## config.mk

```make
export PLATFORM = sky130hd
export DESIGN_NAME = sd_spi_ctrl_flat
export DESIGN_NICKNAME = d
export VERILOG_FILES = /design/src/rtl/sd_spi_ctrl_if.sv /design/src/rtl/sd_spi_ctrl.sv /design/src/flat_wrapper.sv
export SDC_FILE = /design/constraint.sdc
export NUM_CORES = 1
export LEC_CHECK = 0
export CORE_MARGIN = 4
export CORE_UTILIZATION = 50
export DETAILED_ROUTE_END_ITERATION = 12
export GPL_ROUTABILITY_DRIVEN = 0
export PLACE_DENSITY_LB_ADDON = 0.05
export SYNTH_ARGS = -nofsm -noshare
export SYNTH_HDL_FRONTEND = slang
export SYNTH_SLANG_ARGS = --single-unit
```

## constraint.sdc

```tcl
create_clock -name clock -period 3.05 [get_ports clock]
set_input_delay 0.61 -clock clock [delete_from_list [all_inputs] [get_ports clock]]
set_output_delay 0.61 -clock clock [all_outputs]
set_load 0.05 [all_outputs]
```

## src/rtl/sd_spi_ctrl_if.sv

```systemverilog
// Decoder-side command/status bundle for the SD SPI controller.
// master = port decoder, slave = sd_spi_ctrl.
interface sd_spi_ctrl_if;
   logic       sd_signal;
   logic [1:0] sd_cmd;
   logic [7:0] sd_out;
   logic [7:0] sd_din;
   logic       sd_busy;
   logic       sd_timeout;

   modport master (
      output sd_signal, sd_cmd, sd_out,
      input  sd_din, sd_busy, sd_timeout
   );

   modport slave (
      input  sd_signal, sd_cmd, sd_out,
      output sd_din, sd_busy, sd_timeout
   );
endinterface

```

## src/rtl/sd_spi_ctrl.sv

```systemverilog
// SD-card SPI sequencer: power-up clocking, chip-select control and
// mode-0 full-duplex byte exchange, with a CS-asserted idle watchdog.
module sd_spi_ctrl #(
   parameter int HALF_SLOW   = 63,
   parameter int HALF_FAST   = 2,
   parameter int INIT_PULSES = 80,
   parameter int TIMEOUT     = 25000000
) (
   input  logic        clock,
   input  logic        reset_n,
   sd_spi_ctrl_if.slave sd,
   output logic        spi_cs_n,
   output logic        spi_sclk,
   output logic        spi_mosi,
   input  logic        spi_miso
);

   localparam int HALF_MAX = (HALF_SLOW > HALF_FAST) ? HALF_SLOW : HALF_FAST;
   localparam int DIV_W    = $clog2(HALF_MAX + 1);
   localparam int WD_W     = $clog2(TIMEOUT + 1);

   localparam logic [DIV_W-1:0] SLOW_RLD  = DIV_W'(HALF_SLOW - 1);
   localparam logic [DIV_W-1:0] FAST_RLD  = DIV_W'(HALF_FAST - 1);
   localparam logic [DIV_W-1:0] DIV_ONE   = DIV_W'(1);
   localparam logic [7:0]       INIT_LAST = 8'(INIT_PULSES - 1);
   localparam logic [WD_W-1:0]  WD_MAX    = WD_W'(TIMEOUT);
   localparam logic [WD_W-1:0]  WD_ONE    = WD_W'(1);

   typedef enum logic [1:0] {IDLE, INIT, XFER, DONE} state_t;

   state_t           state;
   logic             sig_q;
   logic             start;
   logic [7:0]       shreg;
   logic [7:0]       rxreg;
   logic [DIV_W-1:0] div;
   logic [7:0]       bitcnt;
   logic [7:0]       din_q;
   logic             busy_q;
   logic             timeout_q;
   logic [WD_W-1:0]  wd;

   always_comb start = sd.sd_signal & ~sig_q;

   assign sd.sd_din     = din_q;
   assign sd.sd_busy    = busy_q;
   assign sd.sd_timeout = timeout_q;

   always_ff @(posedge clock) begin
      // Edge detector keeps tracking through reset so a strobe held across
      // reset release is not seen as a fresh command.
      sig_q <= sd.sd_signal;
      if (!reset_n) begin
         state     <= IDLE;
         spi_cs_n  <= 1'b1;
         spi_sclk  <= 1'b0;
         spi_mosi  <= 1'b1;
         shreg     <= '0;
         rxreg     <= '0;
         div       <= '0;
         bitcnt    <= '0;
         din_q     <= 8'hFF;
         busy_q    <= 1'b0;
         timeout_q <= 1'b0;
         wd        <= '0;
      end else begin
         case (state)
            IDLE: begin
               if (start) begin
                  busy_q    <= 1'b1;
                  timeout_q <= 1'b0;
                  wd        <= '0;
                  bitcnt    <= '0;
                  case (sd.sd_cmd)
                     2'd0: begin
                        state    <= INIT;
                        spi_cs_n <= 1'b1;
                        spi_mosi <= 1'b1;
                        spi_sclk <= 1'b0;
                        div      <= SLOW_RLD;
                     end
                     2'd1: begin
                        state    <= XFER;
                        shreg    <= sd.sd_out;
                        spi_mosi <= sd.sd_out[7];
                        spi_sclk <= 1'b0;
                        div      <= FAST_RLD;
                     end
                     2'd2: begin
                        state    <= DONE;
                        spi_cs_n <= 1'b0;
                     end
                     default: begin
                        state    <= DONE;
                        spi_cs_n <= 1'b1;
                     end
                  endcase
               end else if (spi_cs_n) begin
                  wd <= '0;
               end else if (wd != WD_MAX) begin
                  wd <= wd + WD_ONE;
                  if (wd == WD_MAX - WD_ONE)
                     timeout_q <= 1'b1;
               end
            end

            INIT: begin
               if (div != '0) begin
                  div <= div - DIV_ONE;
               end else begin
                  div      <= SLOW_RLD;
                  spi_sclk <= ~spi_sclk;
                  // A pulse is complete on its falling edge.
                  if (spi_sclk) begin
                     if (bitcnt == INIT_LAST)
                        state <= DONE;
                     else
                        bitcnt <= bitcnt + 8'd1;
                  end
               end
            end

            XFER: begin
               if (div != '0) begin
                  div <= div - DIV_ONE;
               end else begin
                  div <= FAST_RLD;
                  if (!spi_sclk) begin
                     spi_sclk <= 1'b1;
                     rxreg    <= {rxreg[6:0], spi_miso};
                  end else begin
                     spi_sclk <= 1'b0;
                     if (bitcnt[2:0] == 3'd7) begin
                        spi_mosi <= 1'b1;
                        din_q    <= rxreg;
                        state    <= DONE;
                     end else begin
                        bitcnt   <= bitcnt + 8'd1;
                        shreg    <= {shreg[6:0], 1'b0};
                        spi_mosi <= shreg[6];
                     end
                  end
               end
            end

            DONE: begin
               busy_q <= 1'b0;
               state  <= IDLE;
            end

            default: state <= IDLE;
         endcase
      end
   end

endmodule

```

## src/flat_wrapper.sv

```systemverilog
// flat-port wrapper written by rule: the top's interface ports become plain ports
module sd_spi_ctrl_flat 
#(
   parameter int HALF_SLOW   = 63,
   parameter int HALF_FAST   = 2,
   parameter int INIT_PULSES = 80,
   parameter int TIMEOUT     = 25000000
)
  (clock, reset_n, spi_cs_n, spi_sclk, spi_mosi, spi_miso, sd_sd_signal, sd_sd_cmd, sd_sd_out, sd_sd_din, sd_sd_busy, sd_sd_timeout);
  sd_spi_ctrl_if sd_i ();
  input  logic clock;
  input  logic reset_n;
  output logic spi_cs_n;
  output logic spi_sclk;
  output logic spi_mosi;
  input  logic spi_miso;
  input wire logic [$bits(sd_i.sd_signal)-1:0] sd_sd_signal;
  input wire logic [$bits(sd_i.sd_cmd)-1:0] sd_sd_cmd;
  input wire logic [$bits(sd_i.sd_out)-1:0] sd_sd_out;
  output wire logic [$bits(sd_i.sd_din)-1:0] sd_sd_din;
  output wire logic [$bits(sd_i.sd_busy)-1:0] sd_sd_busy;
  output wire logic [$bits(sd_i.sd_timeout)-1:0] sd_sd_timeout;
  assign sd_i.sd_signal = sd_sd_signal;
  assign sd_i.sd_cmd = sd_sd_cmd;
  assign sd_i.sd_out = sd_sd_out;
  assign sd_sd_din = sd_i.sd_din;
  assign sd_sd_busy = sd_i.sd_busy;
  assign sd_sd_timeout = sd_i.sd_timeout;
  sd_spi_ctrl #(.HALF_SLOW(HALF_SLOW), .HALF_FAST(HALF_FAST), .INIT_PULSES(INIT_PULSES), .TIMEOUT(TIMEOUT)) u_core (.clock(clock), .reset_n(reset_n), .sd(sd_i), .spi_cs_n(spi_cs_n), .spi_sclk(spi_sclk), .spi_mosi(spi_mosi), .spi_miso(spi_miso));
endmodule
```

## Yosys cells after proc, flatten, opt, wreduce, memory -nomap -nowiden

Index checks and enable logic that the tools add are counted.

- Register bits: 70
- Logic and storage cells: 115
- Output and inout bits: 13
- Input port bits: 14

- Bitwise operators: 5
- Add/subtract/negate cells: 3
- Multiplexer cells: 50
- Reductions and logical operators: 22
- Equality and inequality tests: 22

Operator list:

| operator | count |
|---|---|
| two-way mux 25 bit | 3 |
| two-way mux 8 bit | 7 |
| two-way mux 7 bit | 5 |
| adder 25 x 1 -> 25 bit (second input constant) | 1 |
| == test 25 bit (second input constant) | 1 |
| inequality test 25 bit (second input constant) | 1 |
| one-hot mux 8 bit (3 select lines) | 1 |
| two-way mux 6 bit | 3 |
| one-hot mux 6 bit (3 select lines) | 1 |
| two-way mux 1 bit | 14 |
| two-way mux 2 bit | 7 |
| inequality test 2 bit (second input constant) | 7 |
| one-hot mux 7 bit (2 select lines) | 1 |
| one-hot mux 6 bit (2 select lines) | 1 |
| inequality test 2 x 1 -> 1 bit (second input constant) | 5 |
| AND reduction 5 bit | 2 |
| AND reduction 3 bit | 3 |
| adder 8 x 1 -> 8 bit (second input constant) | 1 |
| == test 8 x 7 -> 1 bit (second input constant) | 1 |
| one-hot mux 1 bit (2 select lines) | 4 |
| one-hot mux 2 bit (4 select lines) | 1 |
| AND reduction 4 bit | 2 |
| AND reduction 8 bit | 1 |
| nonzero test 2 bit | 4 |
| 16 further kinds | 25 |

## Longest topological paths before layout

- Depth after elaboration: 5
- Mapped depth: 8
- Mapped depth without buffers: 7

## Worst setup path before layout

OpenSTA, ideal clock, no wires.

- Path type: input to register
- Start point: input sd_sd_cmd[1]
- End point: register u_core.div[5]
- Slack: 0.961 ns
- Stages: 4
- Arrival: 1.970 ns
- Buffers on the path: 0
- Data required time: 2.931 ns
- Library setup time: 0.119 ns
- Cells stage by stage: or3b_2 a21oi_1 o21ai_0 o221a_2

- Cells in the longest elaborated chain, start to end: 4
- Elaborated cells between the ends (all ways): 7
- Classes of those cells: 2 x eq/ne; 3 x mux; 2 x reduce/logical

Ends and longest elaborated chain:

| item | line | source |
|---|---|---|
| start, declared | flat_wrapper.sv:18 | `input wire logic [$bits(sd_i.sd_cmd)-1:0] sd_sd_cmd;` |
| == test 2 x 1 -> 1 bit or zero test 2 bit (tied branches) | sd_spi_ctrl.sv:74 | `case (sd.sd_cmd)` |
| one-hot mux 6 bit (2 select lines) | sd_spi_ctrl.sv:74 |  |
| two-way mux 6 bit | sd_spi_ctrl.sv:69 | `if (start) begin` |
| one-hot mux 6 bit (3 select lines) | sd_spi_ctrl.sv:67 | `case (state)` |
| end signal, assigned | sd_spi_ctrl.sv:109 | `div <= div - DIV_ONE;` |
| end signal, assigned | sd_spi_ctrl.sv:125 | `div <= div - DIV_ONE;` |
| end, declared | sd_spi_ctrl.sv:36 | `logic [DIV_W-1:0] div;` |

Several ways; a longest one is shown, not always the timed one. The select of a mux whose other input is x is not followed.
A chain may end at the register's enable or synchronous reset.

## Worst setup path after layout

- Start point: input sd_sd_signal
- End point: register u_core.wd[21]

- Cells in the longest elaborated chain, start to end: 3
- Elaborated cells between the ends (all ways): 4
- Classes of those cells: 1 x mux; 1 x bitwise; 2 x reduce/logical

Ends and longest elaborated chain:

| item | line | source |
|---|---|---|
| start, declared | flat_wrapper.sv:17 | `input wire logic [$bits(sd_i.sd_signal)-1:0] sd_sd_signal;` |
| bitwise AND 1 bit * | sd_spi_ctrl.sv:43 | `always_comb start = sd.sd_signal & ~sig_q;` |
| nonzero test 3 bit (no source line) | - |  |
| AND reduction 2 bit (no source line) | - |  |
| end signal, assigned | sd_spi_ctrl.sv:101 | `wd <= wd + WD_ONE;` |
| end, declared | sd_spi_ctrl.sv:41 | `logic [WD_W-1:0] wd;` |

Mark *: on every way between the ends. The rest lies on a longest branch, timed or not.

==> summary.txt <==
Outcome
  • Status: finished, final reports clean

Clocking
  • Max clock buf depth: 2
  • Htree depth: 3
  • CTS resizes: 0
  • Clk_lat worst skew: 350 ps
  • CTS tree: built
  • TritonCTS buffer count: 9
  • # Post-CTS Setup Buffers: 0
  • Sink Count: 70
  • CTS clk-pin slew, worst paths: 80 ps
  • CTS hold repair buffers: 0
  • Root Buffer: clkbuf_8

Pwr
  • Clock power share: 24.7%
  • Combinational power share: 37.4%
  • Max VDD drop: 405 uV
  • Power density cells: 692 nW/um^2
  • Total internal power: 1.72 mW
  • LEAKAGE: 1.53 nW
  • Power, Total: 2.89 mW
  • Sw power: 1.17 mW
  • Switching Share: 40.6%
  • Flop pwr share: 37.9%

Critical path
  • Worst-path maximum fanout: 11
  • Slowest stage delay, CP: 500 ps
  • Worst path bufs/invs: 1
  • CP cell instances: clkdlybuf4s50_1, nor2b_1, nor4b_1, and4_1, or4_1, a21oi_1
  • Kind of end point of the critical path: flip-flop
  • CP arrival: 2570 ps
  • Crit path kind: in2reg
  • Startpoint Class: primary input
  • Worst path top cell family by delay: simple AND/OR/NAND/NOR gates
  • CP max stage cell: clkdlybuf4s50_1
  • Crit path required time: 3330 ps

Yosys
  • Fraction of registers with async set/reset: 0%
  • Synthesized instance count: 439
  • Yosys Warn Count: 0
  • Primary FF master, synth: dfxtp_1
  • Post-synth cell types: 59
  • Cell Area, Synth: 3630 sq um
  • Seq/Total Area, Yosys: 38.6%
  • Post-synth EDFFs: 0
  • Syn avg cell area: 8.27 sq um
  • Yosys reg bits: 70
  • Syn nets: 463

STA
  • Fmax: 438 MHz
  • Fin Clk Skew: 10.3 ps
  • Final period util: 74.8%
  • Slew headroom: 42.5%
  • RSZ-0062 raised after global routing: no
  • Slew @ Worst Pin: 856 ps
  • Tmin final: 2280 ps
  • Final Setup Violations: 0
  • Setup Total Neg Slack: 0 ps
  • Hold Violations, Final: 0
  • Final Slew Violations: 0

Route
  • Post-route ant nets: 0
  • DR WL/cell: 15.6 microns
  • WL final: 8860 microns
  • Vias per cell: 5.86
  • Detailed Route Iter0 Violations: 194
  • Pre-Repair DR Iteration Count: 8
  • Drt drc: 0
  • Via count: 3320

Global route
  • GRT Residual Overflow: 0
  • Vias in the first global route: 3200
  • GRT Overall Usage: 21.4%
  • Largest net degree at the start of global routing: 32
  • Antenna violations before repair: 0
  • Global-route wire length before repair: 15000 microns

Floorplan
  • DIE HEIGHT: 93.2 microns
  • Initial core utilization: 52.5%
  • Core area: 6910 sq um
  • IO Pins: 27
  • Die outline width: 93.2 microns
  • Std-Cell Rows: 30
  • Die Area: 8680 sq um

Layout
  • N_diodes: 0
  • Ratio of cells with drive above 1 in the final layout: 8.92%
  • Nets: 490
  • Area grow syn2layout: 15.3%
  • # fillers: 662

Job
  • Max Cap Viol: 0

Placement
  • Hpwl dp: 6200 microns
  • Port Buffers: 26

Worst hold path
  • HP Class: reg2reg
layout by cell type (no fill, tap or decap), drive strengths merged, types with 4 or more instances in the layout:
cell type / count
nor2: 43
o21a: 4
a21boi: 4
xnor2: 4
mux2i: 23
o31ai: 4
clkbuf: 9
or4: 5
a31oi: 6
clkdlybuf4s50: 26
a211oi: 6
a32o: 7
o21ai: 26
dfxtp: 70
nand4: 12
a21oi: 27
and4: 5
nand3: 16
buf: 10
and3: 10
or3: 12
nor3: 12
ha: 10
inv: 18
nor4: 4
nand2: 53
registers in the layout, summed over array words and instances (netlist names):
signal	count
u_core.bitcnt	8
u_core.shreg	7
u_core.spi_mosi	1
u_core.wd	25
u_core.sd.sd_busy	1
u_core.sig_q	1
u_core.sd.sd_din	8
u_core.rxreg	8
u_core.spi_cs_n	1
u_core.sd.sd_timeout	1
u_core.state	2
u_core.div	6
u_core.spi_sclk	1
synth_stat cells, types with 5 or more instances:
master	n	share of area (%)
and4_1	5	1.2
ha_1	10	3.4
mux2i_1	23	6.3
a31oi_1	6	1.0
nand4_1	12	2.1
a32o_1	7	1.9
dfxtp_1	70	39
nand3_1	16	2.2
or3_1	11	1.9
a211oi_1	6	1.2
o21ai_0	25	3.4
inv_1	14	1.4
nand2_1	53	5.5
or4_1	5	1.0
a21oi_1	27	3.7
clkbuf_1	16	1.7
nor2_1	42	4.3
and3_1	9	1.6
nor3_1	11	1.5
routing by layer:
metal  part of all wire [%]  vias to the layer above  GRT usage, %
li1                       -                     1669             -
met1                     50                     1555          29.5
met2                     43                       84          32.2
met3                    5.1                       12          4.18
met4                    1.8                        0          9.77
met5                      0                        -             0
per-stage QoR:
step | setup WS, ps | instance area (sq um) | hold slack [ps] | cells | util, %
floorplan | 961 | 3630 | 436 | 439 | -
global placement | 464 | 4000 | 455 | 551 | 57.9
detailed placement | 441 | 4000 | 457 | 551 | 57.9
CTS | 782 | 4180 | 471 | 567 | 60.6
global route | 585 | 4180 | 502 | 567 | 60.6
finish | 767 | 4180 | 467 | 567 | 60.6
cell type report:
cell class,count,area [sq um],area share (%)
clock buffer,9,124,2.96
clock inverter,7,62.6,1.50
inverter,14,52.6,1.26
multi-input combinational,335,2090,49.9
sequential,70,1400,33.5
tap,96,120,2.87
timing repair buffer,36,335,8.02
logic make-up after synthesis:
| group | after synthesis | synth area share [%] |
|---|---|---|
| adders and majority gates | 10 | 3.45 |
| DFF | 70 | 38.6 |
| and+or+nand+nor | 194 | 27.6 |
| muxes | 24 | 6.66 |
| xor gates and xnor gates | 7 | 1.69 |
| buffers and inverters | 34 | 3.86 |
| AOI/OAI and AO/OA | 100 | 18.1 |
final timing paths:
kind / from / endpoint / slack [ps] / cells after the start
worst max-delay path: sd_sd_signal / u_core.wd[21]$_SDFFE_PN0P_ / 770 / 6
worst min register to register: u_core.shreg[0]$_SDFFE_PN0P_ / u_core.shreg[0]$_SDFFE_PN0P_ / 470 / 2
worst min-delay path: u_core.shreg[0]$_SDFFE_PN0P_ / u_core.shreg[0]$_SDFFE_PN0P_ / 470 / 2
worst max register to register: u_core.wd[1]$_SDFFE_PN0P_ / u_core.wd[16]$_SDFFE_PN0P_ / 780 / 6
worst min-delay path: cells and delay by family (launching register included):
family / cells / cell delay [ps]
flip-flops: 1 / 320
AO/OA/AOI/OAI: 1 / 60
AND/OR/NAND/NOR: 1 / 50
power by group through the flow:
stage | Sequential (mW) | Clock, mW | Combinational (mW)
CTS | 1.10 | 0.737 | 1.07
finish | 1.10 | 0.715 | 1.08
global route | 1.11 | 0.776 | 1.19
global placement | 1.11 | 0 | 1.05
detailed placement | 1.12 | 0 | 1.06
floorplan | 1.14 | 0 | 0.761
No activity file was read; power rests on OpenSTA's default activity.
